==> src/rtl/arb_pkg.sv <==
// Shared encodings for the data-memory arbiter: FSM states and requester IDs.
package arb_pkg;

  typedef enum logic {
    ARB   = 1'b0,
    DLOCK = 1'b1
  } arb_state_e;

  localparam logic PORT_C = 1'b0;
  localparam logic PORT_D = 1'b1;

endpackage

==> src/rtl/rr_grant2.sv <==
// Two-requester grant picker: a lone requester always wins; on contention the
// prio port wins unless force_c hands the slot to port C.
module rr_grant2
  import arb_pkg::*;
(
  input  logic [1:0] req,
  input  logic       prio,
  input  logic       force_c,
  output logic [1:0] gnt
);

  // grant selection; bit PORT_C is the core, bit PORT_D the DMA port
  always_comb begin
    gnt = 2'b00;
    case (req)
      2'b01: gnt = 2'b01;
      2'b10: gnt = 2'b10;
      2'b11: begin
        if (force_c || (prio == PORT_C)) begin
          gnt = 2'b01;
        end else begin
          gnt = 2'b10;
        end
      end
      default: gnt = 2'b00;
    endcase
  end

endmodule

==> src/rtl/dmem_arbiter.sv <==
// Round-robin arbiter sharing one data memory between the core (C) and a
// DMA/loader port (D), with a bounded burst lock for D and a core stall output.
module dmem_arbiter
  import arb_pkg::*;
#(
  parameter int unsigned AW       = 32,
  parameter int unsigned DW       = 32,
  parameter int unsigned MAX_LOCK = 8
) (
  input  logic          clk,
  input  logic          rst,
  input  logic          c_req,
  input  logic          c_we,
  input  logic [AW-1:0] c_addr,
  input  logic [DW-1:0] c_wdata,
  output logic          c_gnt,
  output logic          c_rvalid,
  output logic [DW-1:0] c_rdata,
  output logic          core_stall,
  input  logic          d_req,
  input  logic          d_we,
  input  logic [AW-1:0] d_addr,
  input  logic [DW-1:0] d_wdata,
  input  logic          d_lock,
  output logic          d_gnt,
  output logic          d_rvalid,
  output logic [DW-1:0] d_rdata,
  output logic          mem_we,
  output logic [AW-1:0] mem_a,
  output logic [DW-1:0] mem_wd,
  input  logic [DW-1:0] mem_rd
);

  localparam logic [7:0] LOCK_MAX = 8'(MAX_LOCK);

  arb_state_e    state_q, state_d;
  logic          prio_q, prio_d;
  logic [7:0]    lock_cnt_q, lock_cnt_d;
  logic          c_rvalid_q, c_rvalid_d;
  logic          d_rvalid_q, d_rvalid_d;
  logic [DW-1:0] c_rdata_q, c_rdata_d;
  logic [DW-1:0] d_rdata_q, d_rdata_d;

  logic [1:0]    req_s;
  logic [1:0]    gnt_s;
  logic          prio_eff_s;
  logic          force_c_s;

  // requests are masked by reset so no access can complete on a reset edge
  always_comb begin
    req_s      = {d_req & ~rst, c_req & ~rst};
    prio_eff_s = (state_q == DLOCK) ? PORT_D : prio_q;
    force_c_s  = (state_q == DLOCK) && (lock_cnt_q == LOCK_MAX);
  end

  rr_grant2 u_rr_grant2 (
    .req     (req_s),
    .prio    (prio_eff_s),
    .force_c (force_c_s),
    .gnt     (gnt_s)
  );

  // memory port mux; idle cycles present the core fields with writes off
  always_comb begin
    c_gnt      = gnt_s[PORT_C];
    d_gnt      = gnt_s[PORT_D];
    core_stall = c_req & ~gnt_s[PORT_C];
    if (gnt_s[PORT_D]) begin
      mem_we = d_we;
      mem_a  = d_addr;
      mem_wd = d_wdata;
    end else begin
      mem_we = c_we & gnt_s[PORT_C];
      mem_a  = c_addr;
      mem_wd = c_wdata;
    end
  end

  // arbitration FSM, priority pointer and lock counter next state
  always_comb begin
    state_d    = state_q;
    prio_d     = prio_q;
    lock_cnt_d = lock_cnt_q;
    case (state_q)
      ARB: begin
        if (d_gnt && d_lock) begin
          state_d    = DLOCK;
          lock_cnt_d = 8'd1;
          prio_d     = PORT_C;
        end else if (c_gnt) begin
          prio_d = PORT_D;
        end else if (d_gnt) begin
          prio_d = PORT_C;
        end else begin
          prio_d = prio_q;
        end
      end
      DLOCK: begin
        if (c_gnt || !d_lock || !d_req) begin
          state_d    = ARB;
          lock_cnt_d = 8'd0;
          // a forced core slot hands the next contention back to D
          prio_d     = c_gnt ? PORT_D : PORT_C;
        end else if (lock_cnt_q < LOCK_MAX) begin
          lock_cnt_d = lock_cnt_q + 8'd1;
        end else begin
          lock_cnt_d = lock_cnt_q;
        end
      end
      default: begin
        state_d    = ARB;
        prio_d     = PORT_C;
        lock_cnt_d = 8'd0;
      end
    endcase
  end

  // read return: capture memory data on a granted read, otherwise hold
  always_comb begin
    c_rvalid_d = c_gnt & ~c_we;
    d_rvalid_d = d_gnt & ~d_we;
    if (c_rvalid_d) begin
      c_rdata_d = mem_rd;
    end else begin
      c_rdata_d = c_rdata_q;
    end
    if (d_rvalid_d) begin
      d_rdata_d = mem_rd;
    end else begin
      d_rdata_d = d_rdata_q;
    end
  end

  // state and read-return registers
  always_ff @(posedge clk) begin
    if (rst) begin
      state_q    <= ARB;
      prio_q     <= PORT_C;
      lock_cnt_q <= 8'd0;
      c_rvalid_q <= 1'b0;
      d_rvalid_q <= 1'b0;
      c_rdata_q  <= '0;
      d_rdata_q  <= '0;
    end else begin
      state_q    <= state_d;
      prio_q     <= prio_d;
      lock_cnt_q <= lock_cnt_d;
      c_rvalid_q <= c_rvalid_d;
      d_rvalid_q <= d_rvalid_d;
      c_rdata_q  <= c_rdata_d;
      d_rdata_q  <= d_rdata_d;
    end
  end

  assign c_rvalid = c_rvalid_q;
  assign d_rvalid = d_rvalid_q;
  assign c_rdata  = c_rdata_q;
  assign d_rdata  = d_rdata_q;

endmodule

==> config.mk <==
export PLATFORM = sky130hd
export DESIGN_NAME = dmem_arbiter
export DESIGN_NICKNAME = d
export VERILOG_FILES = /design/src/rtl/arb_pkg.sv /design/src/rtl/rr_grant2.sv /design/src/rtl/dmem_arbiter.sv
export SDC_FILE = /design/constraint.sdc
export NUM_CORES = 1
export LEC_CHECK = 0
export ABC_AREA = 1
export CAP_MARGIN = 20
export CORE_AREA = 5 5 113 115
export DETAILED_ROUTE_END_ITERATION = 10
export DIE_AREA = 0 0 118 120
export GPL_TIMING_DRIVEN = 1
export HOLD_SLACK_MARGIN = 0.1
export PLACE_DENSITY = 0.88
export SYNTH_ARGS = -nofsm -noshare
export SYNTH_HDL_FRONTEND = slang
export SYNTH_SLANG_ARGS = --single-unit
==> constraint.sdc <==
create_clock -name clk -period 5.26 [get_ports clk]
set_input_delay 1.315 -clock clk [delete_from_list [all_inputs] [get_ports clk]]
set_output_delay 1.315 -clock clk [all_outputs]
set_load 0.02 [all_outputs]
Word-level counts from Yosys, hierarchy flattened:

Index checks and enable logic that the tools add are counted.

* $add $sub $neg: 1
* order comparisons: 1
* equal/unequal tests: 8
* multiplexer cells: 19
* bitwise logic cells: 12
* reduce and logical (&&, ||, !) cells: 9

Operators by type and width (number)
* 32-bit 2-to-1 mux: 2
* 8-bit 2-to-1 mux: 3
* 8-bit case mux with 2 select lines: 1
* 1-bit 2-to-1 mux: 9
* 8-bit by 1-bit adder with 8-bit output, second input constant: 1
* 8-bit by 4-bit equality test with 1-bit output, second input constant: 1
* 8-bit by 4-bit less-than comparator with 1-bit output, second input constant: 1
* 1-bit AND: 6
* 1-bit NOT: 6
* 2-bit case mux with 3 select lines: 1
* 2-bit equality test, second input constant: 2
* 4-bit inequality test, second input constant: 1
* 1-bit case mux with 2 select lines: 2
* 2-bit AND reduction: 2
* 1-bit logical OR: 3
* 3-bit by 1-bit inequality test with 1-bit output, second input constant: 1
* 2-bit by 1-bit equality test with 1-bit output, second input constant: 1
* 1-bit logical AND: 2
* 1-bit zero test: 2
* 2-bit 2-to-1 mux: 1
* 2-bit by 1-bit inequality test with 1-bit output, second input constant: 1
* 2-bit inequality test, second input constant: 1

* register bits after elaboration: 76
* input port bits: 167
* output and inout port bits: 134
* logic and storage cells: 57

Logic depth before layout (Yosys ltp):

* word-level depth: 9
* depth in mapped cells: 15
* gate-level depth less buffers: 13

Modules after synthesis:

From an unflattened synthesis, not the netlist that was laid out.

* cell total of the unflattened synthesis: 581
* area total of the unflattened synthesis: 3647.2 um^2

By module, submodules not included
* dmem_arbiter: times used 1, cells each 571, area an instance 3608.5 um^2, sequential area each 1521.5 um^2
* rr_grant2: times used 1, cells each 10, area an instance 38.8 um^2, sequential area each 0.0 um^2

Worst setup path before layout:

OpenSTA, ideal clock, no wires.

* kind: input -> output
* start point: input port c_req
* end point: output port mem_a[22]
* arrival time: 2.652 ns
* required time: 3.945 ns
* setup slack: 1.293 ns
* stages on the path: 11
* buffers on the path: 1
* cell sequence: inv_1 -> nor2_4 -> nand2_1 -> clkinv_1 -> nand3_2 -> nand2_4 -> inv_4 -> nor2_4 -> buf_1 -> nand2_1 -> nand2_1

* longest elaborated chain between the ends: 4
* elaborated cells on any way between the ends: 6
* classes of those cells: 3 x eq/ne; 2 x mux; 1 x bitwise

Ends and longest elaborated chain
* start, declared: line dmem_arbiter.sv:12 `input logic c_req,`
* 1-bit AND (*): line dmem_arbiter.sv:51 `req_s = {d_req & ~rst, c_req & ~rst};`
* 2-bit equality test or 2-bit by 1-bit equality test with 1-bit output (tied branches): line rr_grant2.sv:15 `case (req)`
* 2-bit case mux with 3 select lines (*): line rr_grant2.sv:15
* net d_gnt: line dmem_arbiter.sv:25 `output logic d_gnt,`
* 32-bit 2-to-1 mux (*): line dmem_arbiter.sv:68 `if (gnt_s[PORT_D]) begin`
* end, declared: line dmem_arbiter.sv:29 `output logic [AW-1:0] mem_a,`

The timed path passes the listed nets; every way through them passes the cells marked *.

Final worst setup path:

* start point: input port rst
* end point: output port mem_a[25]

* longest elaborated chain between the ends: 5
* elaborated cells on any way between the ends: 8
* classes of those cells: 3 x eq/ne; 2 x mux; 3 x bitwise

Ends and longest elaborated chain
* start, declared: line dmem_arbiter.sv:11 `input logic rst,`
* 1-bit NOT (*): line dmem_arbiter.sv:51
* 1-bit AND: line dmem_arbiter.sv:51
* 2-bit equality test or 2-bit by 1-bit equality test with 1-bit output (tied branches): line rr_grant2.sv:15
* 2-bit case mux with 3 select lines (*): line rr_grant2.sv:15
* 32-bit 2-to-1 mux (*): line dmem_arbiter.sv:68

Mark *: on every way between the ends. The rest lies on a longest branch, timed or not.

==> out/qor.csv <==
stage,metric,value,unit
run_status,outcome,"finished, final reports clean",
sta,finClkSkew,5.371,ps
synth,synth_top_family_by_area,simple AND/OR/NAND/NOR gates,
clock_tree,clock-root-buffer,clkbuf_16,
sta,fin_crit,5057,ps
synth,avgSynthCellArea,5.972,µm²
setup_path,critPathLaunch,rst,
sta,clock.fmax,197.7,MHz
power_and_ir_drop,powerDensity,257.0,nW/µm²
die,initial_utilization,32.84,%
die,core-area,11710,µm²
synth,netlist_instances,644,
setup_path,crit_fanout,22,
routing,via_count,4860,
die,rows,40,
clock_tree,postCtsSetupBuffers,0,
layout,antenna_cells,0,
placement,routabilityCongestion,0.8735,
clock_tree,clkSlewWorstSetupHoldPaths,60,ps
routing,first_pass_iters,4,
synth,synth_xor_area_share,0.4554,%
routing,wl_per_cell,15.71,µm
sta,setup-tns-final,0,ps
global_route,grt.total_usage,22.91,%
power_and_ir_drop,leakagePower,0.003321,µW
setup_path,r2r_end,c_rdata[0]$_SDFFE_PP0P_,
routing,drt-total-wl,16980,µm
synth,synth_seq_cells,76,
setup_path,start_kind,primary input,
setup_path,end_kind,primary output,
synth,syn-cell-area,3846,µm²
die,die_w,118,µm
routing,wl_met2,8015,µm
worst_hold_path,worstHoldStart,lock_cnt_q[5]$_SDFFE_PP0P_,
sta,rsz0062_at_grt,false,
clock_tree,cts.sinks,76,
synth,async_flop_share,0,%
die,ioPinCount,301,
worst_hold_path,min_path_cells,2,
worst_hold_path,hp-class,flip-flop to flip-flop,
synth,seq_area_frac_synth,39.56,%
sta,holdWs,442.9,ps
routing,drc_errors,0,
synth,synth_simple_gate_area_share,44.37,%
die,die_area,14160,µm²
sta,relSlewSlack,51.80,%
synth,synthAdderAreaFrac,0.6506,%
sta,setup_viol,0,
clock_tree,post_cts_resized,0,
global_route,grt_pass1_wl,25780,µm
setup_path,reg2reg_depth,12,
clock_tree,cts_made_buffers,9,
synth,synth_area_leaders,"dfxtp_1 (40%), nand2_1 (33%), nor2_1 (7.2%), inv_1 (4.9%), a21oi_1 (4.6%)",
clock_tree,clk_path_buf_depth,2,
power_and_ir_drop,ir_drop,225.9,µV
layout,drive_above_1_share,3.854,%
synth,synth-compound-area-share,4.717,%
synth,synth_top_area_share,39.56,%
die,die_y,120,µm
global_route,grt_max_degree,67,
global_route,antenna_found_initial,2,
sta,tightestPinTransition,720.4,ps
global_route,grt_pass1_vias,4757,
setup_path,critPathRequiredTime,3940,ps
layout,syn_to_final_growth,88.84,%
synth,synth_edf_count,0,
routing,vias_per_cell,4.496,
synth,syn-num-nets,813,
routing,drt-met1-wl,6938,µm
clock_tree,h-tree-depth,3,
setup_path,r2r-start,lock_cnt_q[0]$_SDFFE_PP0P_,
sta,fin_crit_sh,96.15,%
setup_path,cp.arrival,3740,ps
setup_path,worstSetupPathType,primary input to primary output,
synth,synth_area_leader_cell,dfxtp_1,
setup_path,rrSetupSlack,2700,ps
layout,nets,1098,
layout,post-route-util,62.02,%
sta,slew_violations,0,
routing,drt_iter0_drc,380,
clock_tree,clock_latency,330,ps
routing,highest_layer,met5,
synth,synthMuxAreaShare,0,%
run,max_cap_violations,0,
sta,finalHoldViolCount,0,
synth,yosys_warnings,0,
worst_hold_path,holdPathEnd,lock_cnt_q[5]$_SDFFE_PP0P_,
synth,ys.flop_type,dfxtp_1,
synth,yosysUniqueCellTypes,24,
clock_tree,cts_tree,yes,
placement,hpwl,13200,µm
global_route,grt_overflow,0,
clock_tree,hold_buffers,0,
routing,route.met3.wl,1642,µm
placement,io_buffers,300,
routing,ant_nets,0,
[critical path, stage by stage]
cell and delay, ps:
clkdlybuf4s50_1 560, nor2_1 100, nand2_1 80, clkinv_1 70
nand3_2 90, nand2_4 90, inv_4 100, nor2_4 50
inv_2 310, buf_12 210, nand2_1 60, nand2_1 80
clkdlybuf4s50_1 630
[stage by stage]
| stage | instances | worst slack [ps] | total power [µW] | cell area (µm²) |
|---|---|---|---|---|
| 2_1_floorplan | 644 | 1293 | 883.9 | 3846 |
| 3_3_place_gp | 1065 | 213.1 | 1208 | 6938 |
| 4_1_cts | 1081 | 183.5 | 1882 | 7263 |
| 3_5_place_dp | 1065 | 196.6 | 1213 | 6938 |
| 6_report | 1081 | 202.6 | 1866 | 7263 |
| 5_1_grt | 1081 | 58.24 | 1952 | 7263 |
[cell families after synthesis]
group / Yosys count
AND/OR/NAND/NOR: 438
buffers and inverters: 90
flip-flops: 76
AO/OA/AOI/OAI: 36
XOR/XNOR: 2
adder cells (fa/ha/maj): 2
[report_power, final]
group / internal, µW / total [µW] / switching (µW)
Clock: 428 / 665 / 237
Combinational: 294 / 580 / 286
Sequential: 605 / 621 / 16.1
Total: 1330 / 1870 / 540
[registers in the layout, summed over array words and instances (netlist names)]
register    cells
c_rdata        32
d_rdata        32
lock_cnt_q      8
state_q         1
d_rvalid        1
c_rvalid        1
prio_q          1
[cell usage after synthesis (2+ instances only)]
cell,count
a21oi_1,35
buf_2,19
buf_4,2
buf_6,3
clkbuf_1,10
dfxtp_1,76
ha_1,2
inv_1,50
inv_2,3
nand2_1,340
nand2_2,2
nand3_1,9
nand4_1,4
nor2_1,74
nor2_4,2
nor3_1,4
xor2_1,2
[area by class of cell]
| class | instances | area (µm²) |
|---|---|---|
| sequential | 76 | 1521 |
| timing repair buffer | 309 | 3093 |
| inverter | 55 | 209.0 |
| clock inverter | 6 | 86.33 |
| clock buffer | 10 | 239.0 |
| tap | 147 | 183.9 |
| multi-input combinational | 478 | 1931 |
| fill | 1046 | 4448 |
[how the worst max path moves through the flow]
stage                     slack [ps]        end
after floorplan                 1290  mem_a[22]
after global placement           210  mem_a[25]
after detailed placement         200  mem_a[26]
after CTS                        180  mem_a[26]
after global routing              60  mem_a[25]
final                            200  mem_a[25]
[layer usage]
metal / track usage, % / vias up
li1: - / 2491
met1: 26.33 / 2146
met2: 38.37 / 190
met3: 9.991 / 29
met4: 7.240 / 4
met5: 0 / -
[layout by cell type (no fill, tap or decap), drive strengths merged]
master and n:
nand4 4, buf 10, or2 1, xor2 2
clkinvlp 1, nand3 10, ha 2, clkbuf 10
nor2 76, a21oi 35, clkdlybuf4s50 299, o22ai 1
nand2 343, nor3 4, bufinv 2, dfxtp 76
clkinv 3, inv 55
(Power assumes the default switching activity.)
